--- src/rtl/writeback_forward_if.sv ---
// rtl/writeback_forward_if.sv - execute/memory inputs and writeback/forward outputs of the writeback stage
// master: upstream pipeline and data memory side (drives ex_*, mem_*)
// slave : writeback_forward (drives stall, wb_*, fwd_*)
interface writeback_forward_if;
    logic        ex_valid;
    logic        ex_reg_write;
    logic        ex_mem_read;
    logic [4:0]  ex_rd;
    logic [31:0] ex_result;
    logic [2:0]  ex_load_type;
    logic [1:0]  ex_addr_lo;
    logic [31:0] mem_rdata;
    logic        mem_rvalid;
    logic        stall;
    logic        wb_we;
    logic [4:0]  wb_wa;
    logic [31:0] wb_wd;
    logic [4:0]  fwd_ra;
    logic [31:0] fwd_rd;

    modport master (
        output ex_valid, ex_reg_write, ex_mem_read, ex_rd, ex_result,
               ex_load_type, ex_addr_lo, mem_rdata, mem_rvalid,
        input  stall, wb_we, wb_wa, wb_wd, fwd_ra, fwd_rd
    );

    modport slave (
        input  ex_valid, ex_reg_write, ex_mem_read, ex_rd, ex_result,
               ex_load_type, ex_addr_lo, mem_rdata, mem_rvalid,
        output stall, wb_we, wb_wa, wb_wd, fwd_ra, fwd_rd
    );
endinterface

--- src/rtl/writeback_forward.sv ---
// rtl/writeback_forward.sv - writeback stage with load-wait FSM, sub-word load alignment and r0-safe forwarding
// clk, rst : rising-edge clock, asynchronous active-high reset
// bus      : writeback_forward_if.slave (ex_* / mem_* in; stall, wb_*, fwd_* out)
// WB_SUBWORD_LOAD_EN : when defined, LB/LH/LBU/LHU alignment and extension; otherwise loads write mem_rdata unchanged
module writeback_forward (
    input  logic              clk,
    input  logic              rst,
    writeback_forward_if.slave bus
);

    typedef enum logic {
        IDLE      = 1'b0,
        LOAD_WAIT = 1'b1
    } state_t;

    state_t      state_q, state_d;
    logic        we_q, we_d;
    logic [4:0]  wa_q, wa_d;
    logic [31:0] wd_q, wd_d;
    logic        ld_we_q, ld_we_d;
    logic [4:0]  ld_rd_q, ld_rd_d;
    logic [31:0] load_data;
    logic        ex_write;

    // r0 is never written, so a write to it is dropped at capture time.
    assign ex_write = bus.ex_reg_write && (bus.ex_rd != 5'd0);

`ifdef WB_SUBWORD_LOAD_EN
    logic [2:0]  ld_type_q, ld_type_d;
    logic [1:0]  ld_lo_q, ld_lo_d;
    logic [7:0]  byte_lane;
    logic [15:0] half_lane;

    // Big-endian: address offset 0 is the most significant byte.
    always_comb begin
        byte_lane = 8'h00;
        case (ld_lo_q)
            2'd0:    byte_lane = bus.mem_rdata[31:24];
            2'd1:    byte_lane = bus.mem_rdata[23:16];
            2'd2:    byte_lane = bus.mem_rdata[15:8];
            default: byte_lane = bus.mem_rdata[7:0];
        endcase
        half_lane = ld_lo_q[1] ? bus.mem_rdata[15:0] : bus.mem_rdata[31:16];
        load_data = bus.mem_rdata;
        case (ld_type_q)
            3'b000:  load_data = {{24{byte_lane[7]}}, byte_lane};
            3'b001:  load_data = {{16{half_lane[15]}}, half_lane};
            3'b100:  load_data = {24'h000000, byte_lane};
            3'b101:  load_data = {16'h0000, half_lane};
            default: load_data = bus.mem_rdata;
        endcase
    end
`else
    assign load_data = bus.mem_rdata;
`endif

    always_ff @(posedge clk or posedge rst) begin
        if (rst) begin
            state_q   <= IDLE;
            we_q      <= 1'b0;
            wa_q      <= 5'd0;
            wd_q      <= 32'd0;
            ld_we_q   <= 1'b0;
            ld_rd_q   <= 5'd0;
`ifdef WB_SUBWORD_LOAD_EN
            ld_type_q <= 3'd0;
            ld_lo_q   <= 2'd0;
`endif
        end else begin
            state_q   <= state_d;
            we_q      <= we_d;
            wa_q      <= wa_d;
            wd_q      <= wd_d;
            ld_we_q   <= ld_we_d;
            ld_rd_q   <= ld_rd_d;
`ifdef WB_SUBWORD_LOAD_EN
            ld_type_q <= ld_type_d;
            ld_lo_q   <= ld_lo_d;
`endif
        end
    end

    always_comb begin
        state_d   = state_q;
        we_d      = we_q;
        wa_d      = wa_q;
        wd_d      = wd_q;
        ld_we_d   = ld_we_q;
        ld_rd_d   = ld_rd_q;
`ifdef WB_SUBWORD_LOAD_EN
        ld_type_d = ld_type_q;
        ld_lo_d   = ld_lo_q;
`endif
        case (state_q)
            IDLE: begin
                if (bus.ex_valid && bus.ex_mem_read) begin
                    ld_we_d   = ex_write;
                    ld_rd_d   = bus.ex_rd;
`ifdef WB_SUBWORD_LOAD_EN
                    ld_type_d = bus.ex_load_type;
                    ld_lo_d   = bus.ex_addr_lo;
`endif
                    we_d      = 1'b0;
                    state_d   = LOAD_WAIT;
                end else if (bus.ex_valid) begin
                    we_d = ex_write;
                    wa_d = bus.ex_rd;
                    wd_d = bus.ex_result;
                end else begin
                    we_d = 1'b0;
                end
            end
            LOAD_WAIT: begin
                // Upstream is frozen here, so ex_* carries nothing new.
                if (bus.mem_rvalid) begin
                    we_d    = ld_we_q;
                    wa_d    = ld_rd_q;
                    wd_d    = load_data;
                    state_d = IDLE;
                end
            end
            default: state_d = IDLE;
        endcase
    end

    // Stall is a pure function of the state register, never of ex_*.
    assign bus.stall  = (state_q == LOAD_WAIT);
    assign bus.wb_we  = we_q;
    assign bus.wb_wa  = wa_q;
    assign bus.wb_wd  = wd_q;
    // Masking with wb_we keeps a decode-stage match on r0 from picking up stale data.
    assign bus.fwd_ra = we_q ? wa_q : 5'd0;
    assign bus.fwd_rd = we_q ? wd_q : 32'd0;

endmodule
--- src/flat_wrapper.sv ---
// flat-port wrapper written by rule: the top's interface ports become plain ports
module writeback_forward_flat 
  (clk, rst, bus_ex_valid, bus_ex_reg_write, bus_ex_mem_read, bus_ex_rd, bus_ex_result, bus_ex_load_type, bus_ex_addr_lo, bus_mem_rdata, bus_mem_rvalid, bus_stall, bus_wb_we, bus_wb_wa, bus_wb_wd, bus_fwd_ra, bus_fwd_rd);
  writeback_forward_if bus_i ();
  input  logic clk;
  input  logic rst;
  input wire logic [$bits(bus_i.ex_valid)-1:0] bus_ex_valid;
  input wire logic [$bits(bus_i.ex_reg_write)-1:0] bus_ex_reg_write;
  input wire logic [$bits(bus_i.ex_mem_read)-1:0] bus_ex_mem_read;
  input wire logic [$bits(bus_i.ex_rd)-1:0] bus_ex_rd;
  input wire logic [$bits(bus_i.ex_result)-1:0] bus_ex_result;
  input wire logic [$bits(bus_i.ex_load_type)-1:0] bus_ex_load_type;
  input wire logic [$bits(bus_i.ex_addr_lo)-1:0] bus_ex_addr_lo;
  input wire logic [$bits(bus_i.mem_rdata)-1:0] bus_mem_rdata;
  input wire logic [$bits(bus_i.mem_rvalid)-1:0] bus_mem_rvalid;
  output wire logic [$bits(bus_i.stall)-1:0] bus_stall;
  output wire logic [$bits(bus_i.wb_we)-1:0] bus_wb_we;
  output wire logic [$bits(bus_i.wb_wa)-1:0] bus_wb_wa;
  output wire logic [$bits(bus_i.wb_wd)-1:0] bus_wb_wd;
  output wire logic [$bits(bus_i.fwd_ra)-1:0] bus_fwd_ra;
  output wire logic [$bits(bus_i.fwd_rd)-1:0] bus_fwd_rd;
  assign bus_i.ex_valid = bus_ex_valid;
  assign bus_i.ex_reg_write = bus_ex_reg_write;
  assign bus_i.ex_mem_read = bus_ex_mem_read;
  assign bus_i.ex_rd = bus_ex_rd;
  assign bus_i.ex_result = bus_ex_result;
  assign bus_i.ex_load_type = bus_ex_load_type;
  assign bus_i.ex_addr_lo = bus_ex_addr_lo;
  assign bus_i.mem_rdata = bus_mem_rdata;
  assign bus_i.mem_rvalid = bus_mem_rvalid;
  assign bus_stall = bus_i.stall;
  assign bus_wb_we = bus_i.wb_we;
  assign bus_wb_wa = bus_i.wb_wa;
  assign bus_wb_wd = bus_i.wb_wd;
  assign bus_fwd_ra = bus_i.fwd_ra;
  assign bus_fwd_rd = bus_i.fwd_rd;
  writeback_forward u_core (.clk(clk), .rst(rst), .bus(bus_i));
endmodule
--- config.mk ---
export PLATFORM = sky130hd
export DESIGN_NAME = writeback_forward_flat
export DESIGN_NICKNAME = d
export VERILOG_FILES = /design/src/rtl/writeback_forward_if.sv /design/src/rtl/writeback_forward.sv /design/src/flat_wrapper.sv
export SDC_FILE = /design/constraint.sdc
export NUM_CORES = 1
export LEC_CHECK = 0
export CAP_MARGIN = 20
export CORE_UTILIZATION = 35
export CTS_CLUSTER_SIZE = 25
export DETAILED_ROUTE_END_ITERATION = 7
export PLACE_DENSITY = 0.88
export SLEW_MARGIN = 5
export SYNTH_ARGS = -nofsm -noshare
export SYNTH_HDL_FRONTEND = slang
export SYNTH_SLANG_ARGS = --single-unit
--- constraint.sdc ---
create_clock -name clk -period 1.75 [get_ports clk]
set_clock_uncertainty 0.05 [all_clocks]
set_input_delay 0.525 -clock clk [delete_from_list [all_inputs] [get_ports clk]]
set_output_delay 0.525 -clock clk [all_outputs]
set_load 0.005 [all_outputs]
# [After elaboration in Yosys (flattened, before gate mapping)]
# Cells that the tools add are included.
[word_totals] register_bits=45 latch_bits=0 ramBits=0 mem_bits_ro=0 input_bits=80 output_inout_bits=76 word_cells=32 mem_count=0
[op_classes] addsub=0 mul=0 div_mod_pow=0 magnitude_cmp=0 n_eq_ne=3 shift=0 mux=17 bitwise=1 reduce_logical=5
[op_table] op="2-to-1 mux 32 bit" count=4
[op_table] op="one-hot mux 32 bit (2 select lines)" count=1
[op_table] op="2-to-1 mux 5 bit" count=4
[op_table] op="one-hot mux 5 bit (2 select lines)" count=1
[op_table] op="!= test 2 bit, second input constant" count=3
[op_table] op="2-to-1 mux 1 bit" count=5
[op_table] op="nonzero test 5 bit" count=1
[op_table] op="one-hot mux 1 bit (2 select lines)" count=2
[op_table] op="AND reduction 3 bit" count=1
[op_table] op="logical AND 1 bit" count=2
[op_table] op="AND reduction 2 bit" count=1
[op_table] op="inverter 1 bit" count=1

# [Longest topological paths before layout]
# Gate-level depths: netlist of run 1.
[logic_depth] word_depth=5 ltp_mapped=5 ltp_nobuf=3

# [Worst setup path after synthesis of run 1]
# Ideal clock, no wire load.
[synth_path] kind="input-to-reg" from="in bus_ex_valid" to="reg u_core.wa_q[0], in the netlist u_core.bus.wb_wa[0]" setup_ns=0.125 arrival_ns=1.446 required_time_ns=1.575 setup_slack_ns=0.129 path_stages=4 path_buffers=1 cell_sequence="nor3b_2 a21oi_4 buf_6 mux2_4"
[synth_via] elab_chain_len=3 elab_cells_between_ends=4 cone_classes="eq/ne (2); reduce/logical (2)"
[synth_rtl] element="start: declaration" line="flat_wrapper.sv:7" rtl="input wire logic [$bits(bus_i.ex_valid)-1:0] bus_ex_valid;"
[synth_rtl] element="logical AND 1 bit" line="writeback_forward.sv:96" rtl="if (bus.ex_valid && bus.ex_mem_read) begin"
[synth_rtl] element="!= test 2 bit (no line)"
[synth_rtl] element="AND reduction 3 bit (no line) (*)"
[synth_rtl] element="end signal: assignment" line="writeback_forward.sv:72" rtl="wa_q <= wa_d;"
[synth_rtl] element="end: declaration" line="writeback_forward.sv:18" rtl="logic [4:0] wa_q, wa_d;"
# Mark *: on every way between the ends. The rest lies on a longest branch, timed or not.
# A chain may end at the register's enable or synchronous reset.

# [Final worst setup path of run 1]
[layout_path] from="reg u_core.we_q, in the netlist u_core.bus.wb_we" to="out bus_fwd_rd[19]"
[layout_via] elab_chain_len=1
[layout_rtl] element="start: declaration" line="writeback_forward.sv:17" rtl="logic we_q, we_d;"
[layout_rtl] element="start signal: assignment" line="writeback_forward.sv:71" rtl="we_q <= we_d;"
[layout_rtl] element="2-to-1 mux 32 bit" line="writeback_forward.sv:133" rtl="assign bus.fwd_rd = we_q ? wd_q : 32'd0;"
[layout_rtl] element="end: declaration" line="flat_wrapper.sv:21" rtl="output wire logic [$bits(bus_i.fwd_rd)-1:0] bus_fwd_rd;"
# Every way passes these cells.

==> results of run 1 <==
where the power goes:
part | leakage (µW) | internal (µW) | total, µW | switching, µW
Sequential | 0.000527 | 1320 | 1500 | 175
Combinational | 0.00192 | 1480 | 2160 | 679
Clock | 0.0000542 | 357 | 696 | 339
metrics by stage:
| step | setup slack, ns | cell area [µm²] |
|---|---|---|
| floorplan | 0.116 | 2540 |
| global route | -0.140 | 4850 |
| finish | -0.0925 | 4850 |
| global placement | -0.287 | 4250 |
| CTS | -0.121 | 4650 |
| detailed placement | -0.312 | 4250 |
layout by cell type (no fill, tap or decap), types with 3 or more instances in the layout:
| master | n |
|---|---|
| clkdlybuf4s50_1 | 72 |
| dfrtp_1 | 43 |
| buf_4 | 46 |
| clkbuf_8 | 7 |
| buf_2 | 18 |
| mux2_4 | 30 |
| buf_12 | 4 |
| mux2_2 | 50 |
| buf_16 | 3 |
| dlygate4sd2_1 | 12 |
| buf_6 | 26 |
| and2_4 | 20 |
| and2_1 | 17 |
| dlymetal6s2s_1 | 28 |
cells by family after synthesis:
kind of cell           after synthesis  synth area share [%]
muxes                               80                  39.9
DFF                                 45                  44.4
and+or+nand+nor                     42                  10.5
buffers and inverters               15                  3.60
AOI/OAI and AO/OA                    5                  1.58
worst max-delay path, delay by kind of cell (launching register included):
kind | cells | cell delay [ns]
buf+inv | 3 | 0.39
simple gates | 1 | 0.13
flops | 1 | 0.46
final cells by class:
type | instances | area, µm² | area share [%]
well taps | 96 | 120 | 2.48
clock inverters | 1 | 5.00 | 0.103
inverters | 3 | 11.3 | 0.232
clock buffers | 7 | 96.3 | 1.99
multi-input cells | 127 | 1370 | 28.3
flip-flops and latches | 45 | 1130 | 23.3
repair buffers | 211 | 2120 | 43.7
state kept, by name, indices dropped and copies added, names as in the netlist:
| signal | cells |
|---|---|
| u_core.bus.wb_wa | 5 |
| u_core.bus.wb_wd | 32 |
| u_core.ld_rd_q | 5 |
| u_core.bus.stall | 1 |
| u_core.bus.wb_we | 1 |
| u_core.ld_we_q | 1 |
layer usage:
metal	global-route usage, %	routed length (µm)	vias to the layer above
met2	42.9	4590	102
met3	5.31	599	6
met1	24.6	3180	1076
met5	0	0	-
li1	-	-	1057
met4	3.87	87	0
worst min path at each step:
stage,endpoint,slack (ns)
finish,u_core.ld_we_q,0.46
global route,u_core.ld_we_q,0.48
CTS,u_core.ld_we_q,0.45
detailed placement,u_core.ld_we_q,0.43
global placement,u_core.ld_we_q,0.41
floorplan,u_core.ld_we_q,0.40
cell usage after synthesis:
cell type,n
mux2_2,50
a21oi_4,1
nor3b_2,1
dfrtp_1,45
nand3b_1,1
and2_1,37
o21ai_0,2
clkbuf_1,4
buf_6,4
nand2_1,2
buf_2,4
or4_1,1
o41ai_1,1
o21ai_1,1
inv_1,3
mux2_4,30
what timing repair did:
| item | CTS | global route |
|---|---|---|
| gates resized for setup | 201 | 44 |
| setup buffers | 36 | 4 |
| gates cloned | 4 | 2 |
| endpoints found under the setup margin | 72 | 96 |
| pin swaps | 10 | 1 |
==> metrics.md, run 1 <==
| Metric | Value |
|---|---|
| IO buf count | 150 |
| CP Capture Point | bus_fwd_rd[19] |
| CP Capture Type | output port |
| Post-Synthesis Cells | 187 |
| Top Ports | 156 |
| Total of max-cap violations | 0 |
| Sinks on Clock Net | 45 |
| Antenna violations before repair | 0 |
| Final setup fails | 30 |
| Largest cells by area after synthesis | dfrtp_1, mux2_2, mux2_4 |
| Status | complete, but fails checks |
| Arrival time at the worst endpoint | 1.27 ns |
| Hold slack final | 0.455 ns |
| Layout cells sized above 1 | 53.8% |
| RSZ-0062 raised after global routing | yes |
| Worst Path Required | 1.17 ns |
| Worst Setup Slack, final | -0.0925 ns |
| Worst-margin pin slew | 0.328 ns |
| WL final | 8460 µm |
| Worst-path cell with the longest stage delay | dfrtp_2 |
| Hold buffer count at cts | 0 |
| Routed length per instance | 17.3 µm |
| Die area | 0.00759 mm² |
| CP startpoint | u_core.bus.wb_we |
| Final Total Pwr | 4360 µW |
| Worst VDD drop | 0.000486 V |
| Crit path largest cell delay | 0.46 ns |
| Routability congestion estimate | 0.730 |
| Sum Neg Setup Slack | -1.60 ns |
| CTS max path bufs | 2 |
| Post-Place Cells | 438 |
| Pleak | 0.00251 µW |
| Sequential area share after synthesis | 44.4% |
| YS warnings | 0 |
| Fill count | 523 |
| DRC | 0 |
| Layout area overhead | 91.1% |
| Vias per cell | 4.57 |
| Total GRT Usage | 22.1% |
| Number of synthesized register bits | 45 |
| Chip height | 87.1 µm |
| Largest net degree at the start of global routing | 26 |
| Final nets | 473 |
| First-pass GRT wire length | 12,700 µm |
| Clk_lat worst skew | 0.29 ns |
| R2R cell count | 6 |
| Post-DRT Antenna Nets | 0 |
| HP Start | u_core.ld_we_q |
| Yosys top cell by area | dfrtp_1 |
| Failing checks | negative setup slack |
| Syn nets | 267 |
| Pins over their slew limit | 0 |
| Finished Core Util | 70.2% |
| Pwr Density | 898 mW/mm² |
| Total number of vias | 2,241 |
| R2R Setup Slk | 0.10 ns |
| Cells along the critical path | buf_12 > buf_16 > and2_4 > buf_6 |
| Fmax | 543 MHz |
| Critical path type | reg -> out |
| Core area | 0.00691 mm² |
| Vias in the first global route | 2,494 |
| CTS clk-pin slew, worst paths | 0.08 ns |
| H-tree levels | 2 |
| Rows | 30 |
| Crit path max fanout | 6 |
| Post-Syn Area per Cell | 13.6 µm² |
| Hold path cells | 2 |
| R2r startpoint | u_core.bus.stall |
| Clock tree root driver cell | clkbuf_8 |
| Max-slew headroom | 78.1% |
| Fin crit share | 105% |
| CP Launch Type | flip-flop |
| Grt total ovfl | 0 |
| Worst hold path class | reg -> reg |
| DRT Pass-1 Iters | 4 |
| CTS tree | built |
| Fin crit period | 1.84 ns |
| Antenna diodes | 0 |
| Hold Vio Cnt, Final | 0 |
| Initial DRC count | 38 |
| Cts bufs inserted | 5 |
| Die width | 87.1 µm |
| Synth cell types | 16 |
| Starting Density | 36.7% |
| Critical R2R Capture | u_core.bus.wb_wd[20] |
| Post-synth top area share | 44.4% |
| Non-Filler Instances | 490 |
| Final HPWL DP | 5240 µm |
| Synth Cell Area | 0.00254 mm² |
(Power assumes the default switching activity.)
==> run 2: changes to the inputs <==
--- a/config.mk
+++ b/config.mk
@@ -7,6 +7,7 @@
 export LEC_CHECK = 0
 export CAP_MARGIN = 20
 export CORE_UTILIZATION = 35
+export CTS_BUF_LIST = sky130_fd_sc_hd__clkbuf_8
 export CTS_CLUSTER_SIZE = 25
 export DETAILED_ROUTE_END_ITERATION = 7
 export PLACE_DENSITY = 0.88
==> results of run 2 <==
Same layout as run 1: the final DEF is identical, and so are final timing and power.
==> run 3: changes to the inputs <==
--- a/config.mk
+++ b/config.mk
@@ -6,11 +6,11 @@
 export NUM_CORES = 1
 export LEC_CHECK = 0
 export CAP_MARGIN = 20
-export CORE_UTILIZATION = 35
+export CORE_UTILIZATION = 38
 export CTS_BUF_LIST = sky130_fd_sc_hd__clkbuf_8
 export CTS_CLUSTER_SIZE = 25
 export DETAILED_ROUTE_END_ITERATION = 7
-export PLACE_DENSITY = 0.88
+export PLACE_DENSITY = 0.93
 export SLEW_MARGIN = 5
 export SYNTH_ARGS = -nofsm -noshare
 export SYNTH_HDL_FRONTEND = slang
==> run 3 against run 2 <==
The run still ends with negative setup slack left; combinational power is 12% lower; fmax is 2.2% lower; via count is 0.13% lower; design area is 4.0% lower; clock-buffer cell count is 2 lower; global-route usage is 2.8 points lower; power is 7.2% lower; hold slack hardly changed; die area is 7.7% lower; core utilization is 2.7 points higher; worst setup slack worse by 0.041 ns; critical endpoint unchanged.
==> metrics.md, run 3 (same netlist as run 1, synthesis figures left out) <==
| Metric | Value |
|---|---|
| Arrival time at the worst endpoint | 1.31 ns (+0.04 ns) |
| Non-Filler Instances | 462 (-5.7%) |
| First-pass GRT wire length | 10,800 µm (-15%) |
| Pwr Density | 868 mW/mm² (-3.4%) |
| Post-Place Cells | 418 (-4.6%) |
| Initial DRC count | 58 (+53%) |
| Hold Vio Cnt, Final | 0 (unchanged) |
| Vias in the first global route | 2,240 (-10%) |
| Die area | 0.00701 mm² (-7.7%) |
| Starting Density | 39.7% (+3.0 points) |
| Most common cell after layout, fill and taps aside | clkdlybuf4s50_1 |
| Chip height | 83.7 µm (-3.9%) |
| H-tree levels | 2 (unchanged) |
| Final HPWL DP | 5010 µm (-4.4%) |
| Buf/Inv on CP | 3 (unchanged) |
| Max reg flops | 32 (unchanged) |
| Clock tree root driver cell | clkbuf_8 |
| Routability congestion estimate | 0.696 (-4.6%) |
| Routed length per instance | 16.9 µm (-2.0%) |
| Total number of vias | 2,238 (-0.13%) |
| Final setup fails | 33 (+10%) |
| DRC | 0 (unchanged) |
| Critical R2R Capture | u_core.bus.wb_wd[1] |
| Top Ports | 156 (unchanged) |
| Worst Setup Slack, final | -0.134 ns (-0.0413 ns) |
| Clk_lat worst skew | 0.29 ns (about the same) |
| Fin crit period | 1.88 ns (+0.0413 ns) |
| Largest net degree at the start of global routing | 25 (-3.8%) |
| Vias per cell | 4.84 (+5.9%) |
| Sinks on Clock Net | 45 (unchanged) |
| Failing checks | negative setup slack |
| CTS max path bufs | 2 (unchanged) |
| DRT Pass-1 Iters | 3 (-1) |
| Worst Path Required | 1.17 ns (about the same) |
| Final nets | 464 (-1.9%) |
| Cts bufs inserted | 5 (unchanged) |
| Final Total Pwr | 4040 µW (-7.2%) |
| CTS tree | built |
| Antenna violations before repair | 0 (unchanged) |
| R2R Setup Slk | 0.09 ns (about the same) |
| Finished Core Util | 72.9% (+2.7 points) |
| Post-DRT Antenna Nets | 0 (unchanged) |
| Rows | 29 (-3.3%) |
| Total GRT Usage | 19.3% (-2.8 points) |
| Worst-margin pin slew | 0.313 ns (-0.0148 ns) |
| CTS clk-pin slew, worst paths | 0.08 ns (about the same) |
| CP Launch Type | flip-flop |
| IO buf count | 150 (unchanged) |
| WL final | 7810 µm (-7.6%) |
| Worst-path cell with the longest stage delay | dfrtp_2 |
| Pleak | 0.00237 µW (-5.5%) |
| Layout cells sized above 1 | 45.5% (-8.4 points) |
| Dpl cell area | 0.00420 mm² (-1.0%) |
| CP startpoint | u_core.bus.wb_we |
| Most frequent cells in the layout | clkdlybuf4s50_1, mux2_2, dfrtp_1 |
| Die width | 83.7 µm (-3.9%) |
| DP Worst Slack | -0.313 ns (-0.000456 ns) |
| Fin crit share | 108% (+2.4 points) |
| Core area | 0.00639 mm² (-7.5%) |
| Cells along the critical path | buf_4 > clkbuf_16 > and2_1 > dlymetal6s2s_1 |
| Design area | 0.00465 mm² (-4.0%) |
| Critical path type | reg -> out |
| Max-slew headroom | 79.1% (+0.99 points) |
| CP top delay family | flip-flops |
| Status | complete, but fails checks |
| Worst hold path class | reg -> reg |
| CP Capture Type | output port |
| R2R cell count | 6 (unchanged) |
| Crit path largest cell delay | 0.44 ns (-0.02 ns) |
| Hold buffer count at cts | 0 (unchanged) |
| CP Depth | 4 (unchanged) |
| Worst VDD drop | 0.000543 V (+12%) |
| R2r startpoint | u_core.bus.stall |
| Fill count | 434 (-17%) |
| CP Capture Point | bus_fwd_rd[19] |
| Crit path max fanout | 5 (-1) |
| Grt total ovfl | 0 (unchanged) |
| Antenna diodes | 0 (unchanged) |
| Layout area overhead | 83.4% |
| Fmax | 531 MHz (-2.2%) |
| RSZ-0062 raised after global routing | yes |
| Total of max-cap violations | 0 (unchanged) |
| Pins over their slew limit | 0 (unchanged) |
run 3: changes by cell type in the layout (fill, tap and decap cells not counted), sizes merged:
| cell | change |
|---|---|
| dlymetal6s2s | -10 |
| inv | +3 |
| dlygate4sd2 | +14 |
| clkinv | -1 |
| clkdlybuf4s15 | +13 |
| clkbuf | +18 |
| buf | -46 |
run 3: how the worst min path moves through the flow:
stage / from / endpoint / slack, ns / cells past startpoint
floorplan: u_core.ld_we_q / u_core.ld_we_q / 0.40 / 2
global placement: u_core.ld_we_q / u_core.ld_we_q / 0.41 / 2
detailed placement: u_core.ld_rd_q[2] / u_core.ld_rd_q[2] / 0.44 / 1
CTS: u_core.ld_rd_q[2] / u_core.ld_rd_q[2] / 0.46 / 1
global route: u_core.ld_we_q / u_core.ld_we_q / 0.49 / 2
finish: u_core.ld_rd_q[4] / u_core.ld_rd_q[4] / 0.46 / 1
run 3: what timing repair did:
item	in CTS	in global routing
cloned	0	7
endpoints found under the setup margin	68	58
resized for setup	91	68
buffers inserted	13	17
pin swaps	0	2
run 3: metal layers:
layer,GRT usage (%),part of all wire (%),up-vias
li1,-,-,1040
met1,21.9,40,1082
met2,35.2,52,105
met3,5.24,6.7,11
met4,5.55,1.2,0
met5,0,0,-
run 3: where the power goes:
group / switching, µW / internal [µW] / leakage [µW]
Clock: 327 / 267 / 0.0000519
Sequential: 207 / 1330 / 0.000527
Combinational: 586 / 1330 / 0.00179
Total: 1120 / 2920 / 0.00237
run 3: layout make-up:
class	count	area [µm²]	area share, %
timing repair buffer	202	1980	42.6
multi-input combinational	127	1360	29.1
clock buffer	5	68.8	1.48
inverter	3	11.3	0.242
tap	77	96.3	2.07
clock inverter	3	11.3	0.242
sequential	45	1130	24.3
run 3: stage by stage:
stage / hold WS, ns / TNS, ns
after floorplan: 0.400 / 0
after global placement: 0.414 / -10.94
after detailed placement: 0.442 / -11.67
after CTS: 0.460 / -3.59
after global routing: 0.486 / -4.48
final: 0.455 / -2.84
==> edit: new RTL, settings of run 2 <==
Add a define of `WB_SUBWORD_LOAD_EN`.
--- a/src/rtl/writeback_forward.sv
+++ b/src/rtl/writeback_forward.sv
@@ -2,6 +2,8 @@
 // clk, rst : rising-edge clock, asynchronous active-high reset
 // bus      : writeback_forward_if.slave (ex_* / mem_* in; stall, wb_*, fwd_* out)
 // WB_SUBWORD_LOAD_EN : when defined, LB/LH/LBU/LHU alignment and extension; otherwise loads write mem_rdata unchanged
+`define WB_SUBWORD_LOAD_EN
+
 module writeback_forward (
     input  logic              clk,
     input  logic              rst,
Check against the original RTL: not equivalent (Yosys sat finds a counterexample within 4 cycles, from zero or initial values and one cycle with rst high).
==> edit against run 2 <==
Cell count is 36% higher; non-clock buffer count is 33 higher; synthesized cell count is 80% higher; sequential cell count is 5 higher; setup slack worse by 53 ps; wire length is 52% higher; cell area is 20% higher; total power is 22% higher; sequential power is 13% higher; area after synthesis is 21% higher; the flow still finishes with violations (negative setup slack); global-route usage is 5.3 points higher.
==> edit: results (changes against run 2) <==
* Layout cells sized above 1 at 39.7% (-14 points)
* Worst Setup EP: bus_fwd_rd[30]
* Post-route insts no fill at 667 (+36%)
* PortBufs at 155 (+3.3%)
* Peak VDD IR at 581 uV (+19%)
* Area after DPL at 4960 um^2 (+17%)
* Largest net degree at the start of global routing at 51 (+96%)
* Met1 GRT Util at 30.0% (+5.4 points)
* Metal-1 WL at 4380 um (+38%)
* Seq/Total Area, Yosys at 40.9% (-3.5 points)
* Metal3 WL at 1150 um (+92%)
* Synth cell types at 45 (+29)
* Number of setup violations in the final report at 38 (+27%)
* Post-cts resize count at 245 (+22%)
* Nets@finish at 642 (+36%)
* Hold Startpoint: u_core.ld_rd_q[4]$_DFFE_PP0P_
* Crit path DAT at 1320 ps (+50 ps)
* Leakage Power at 0.00269 uW (+7.5%)
* Drt pass-1 iters at 5 (+1)
* Failing checks: negative setup slack
* Final setup TNS at -3870 ps (-2270 ps)
* Placed Cells incl. Taps at 615 (+40%)
* Gate Count Post-Synth at 336 (+80%)
* Final hold slack at 464 ps (+8.71 ps)
* Drt first-iter violations at 247 (+550%)
* Worst setup margin at -146 ps (-53.2 ps)
* Vias in the first global route at 3,784 (+52%)
* Status: finished with violations
* GRT Total Usage at 27.4% (+5.3 points)
* Setup Fix Bufs, Post-CTS at 39 (+8.3%)
* First-pass GRT wire length at 18,900 um (+49%)
* DP HPWL at 8470 um (+62%)
* Worst-margin pin slew at 476 ps (+148 ps)
* FF-to-FF End: u_core.bus.wb_wd[18]$_DFFE_PP0P_
* Via density at 5.58 (+22%)
* Worst Hold Path Cells at 1 (-1)
* WL met2 at 6780 um (+48%)
* Area contributors post-synth: dfrtp_1, and2_1, mux2i_1, nand2_1, mux2_2
* GR Util met2 at 51.1% (+8.3 points)
-- edit: changes by cell type in the layout (fill, tap and decap cells not counted), moves of 25 or more --
cell	delta
buf_4	+25
mux2_2	-39
mux2_4	-30
nand2_1	+33
nor2_1	+26
-- edit: worst max-delay path: stages (launching register included) --
cell and delay (ps):
dfrtp_2 460, buf_12 150, clkbuf_16 140, and2_1 130
buf_2 120
-- edit: layout make-up --
class	count	area [um^2]
Clock buffer	6	82.6
Sequential cell	50	1250
Fill cell	575	2540
Tap cell	105	131
Timing Repair Buffer	244	2390
Multi-Input combinational cell	259	1900
Clock inverter	1	30.0
Inverter	2	11.3
-- edit: power by group --
group / leakage (uW) / internal, uW / switching (uW)
clock network: 0.0000573 / 458 / 378
registers: 0.000578 / 1460 / 234
logic: 0.00206 / 1610 / 1180
-- edit: cell families after synthesis --
family / synth area share, %
flip-flops: 40.9
multiplexers: 8.95
AND/OR/NAND/NOR: 24.0
buffers and inverters: 5.36
AO/OA/AOI/OAI: 20.9
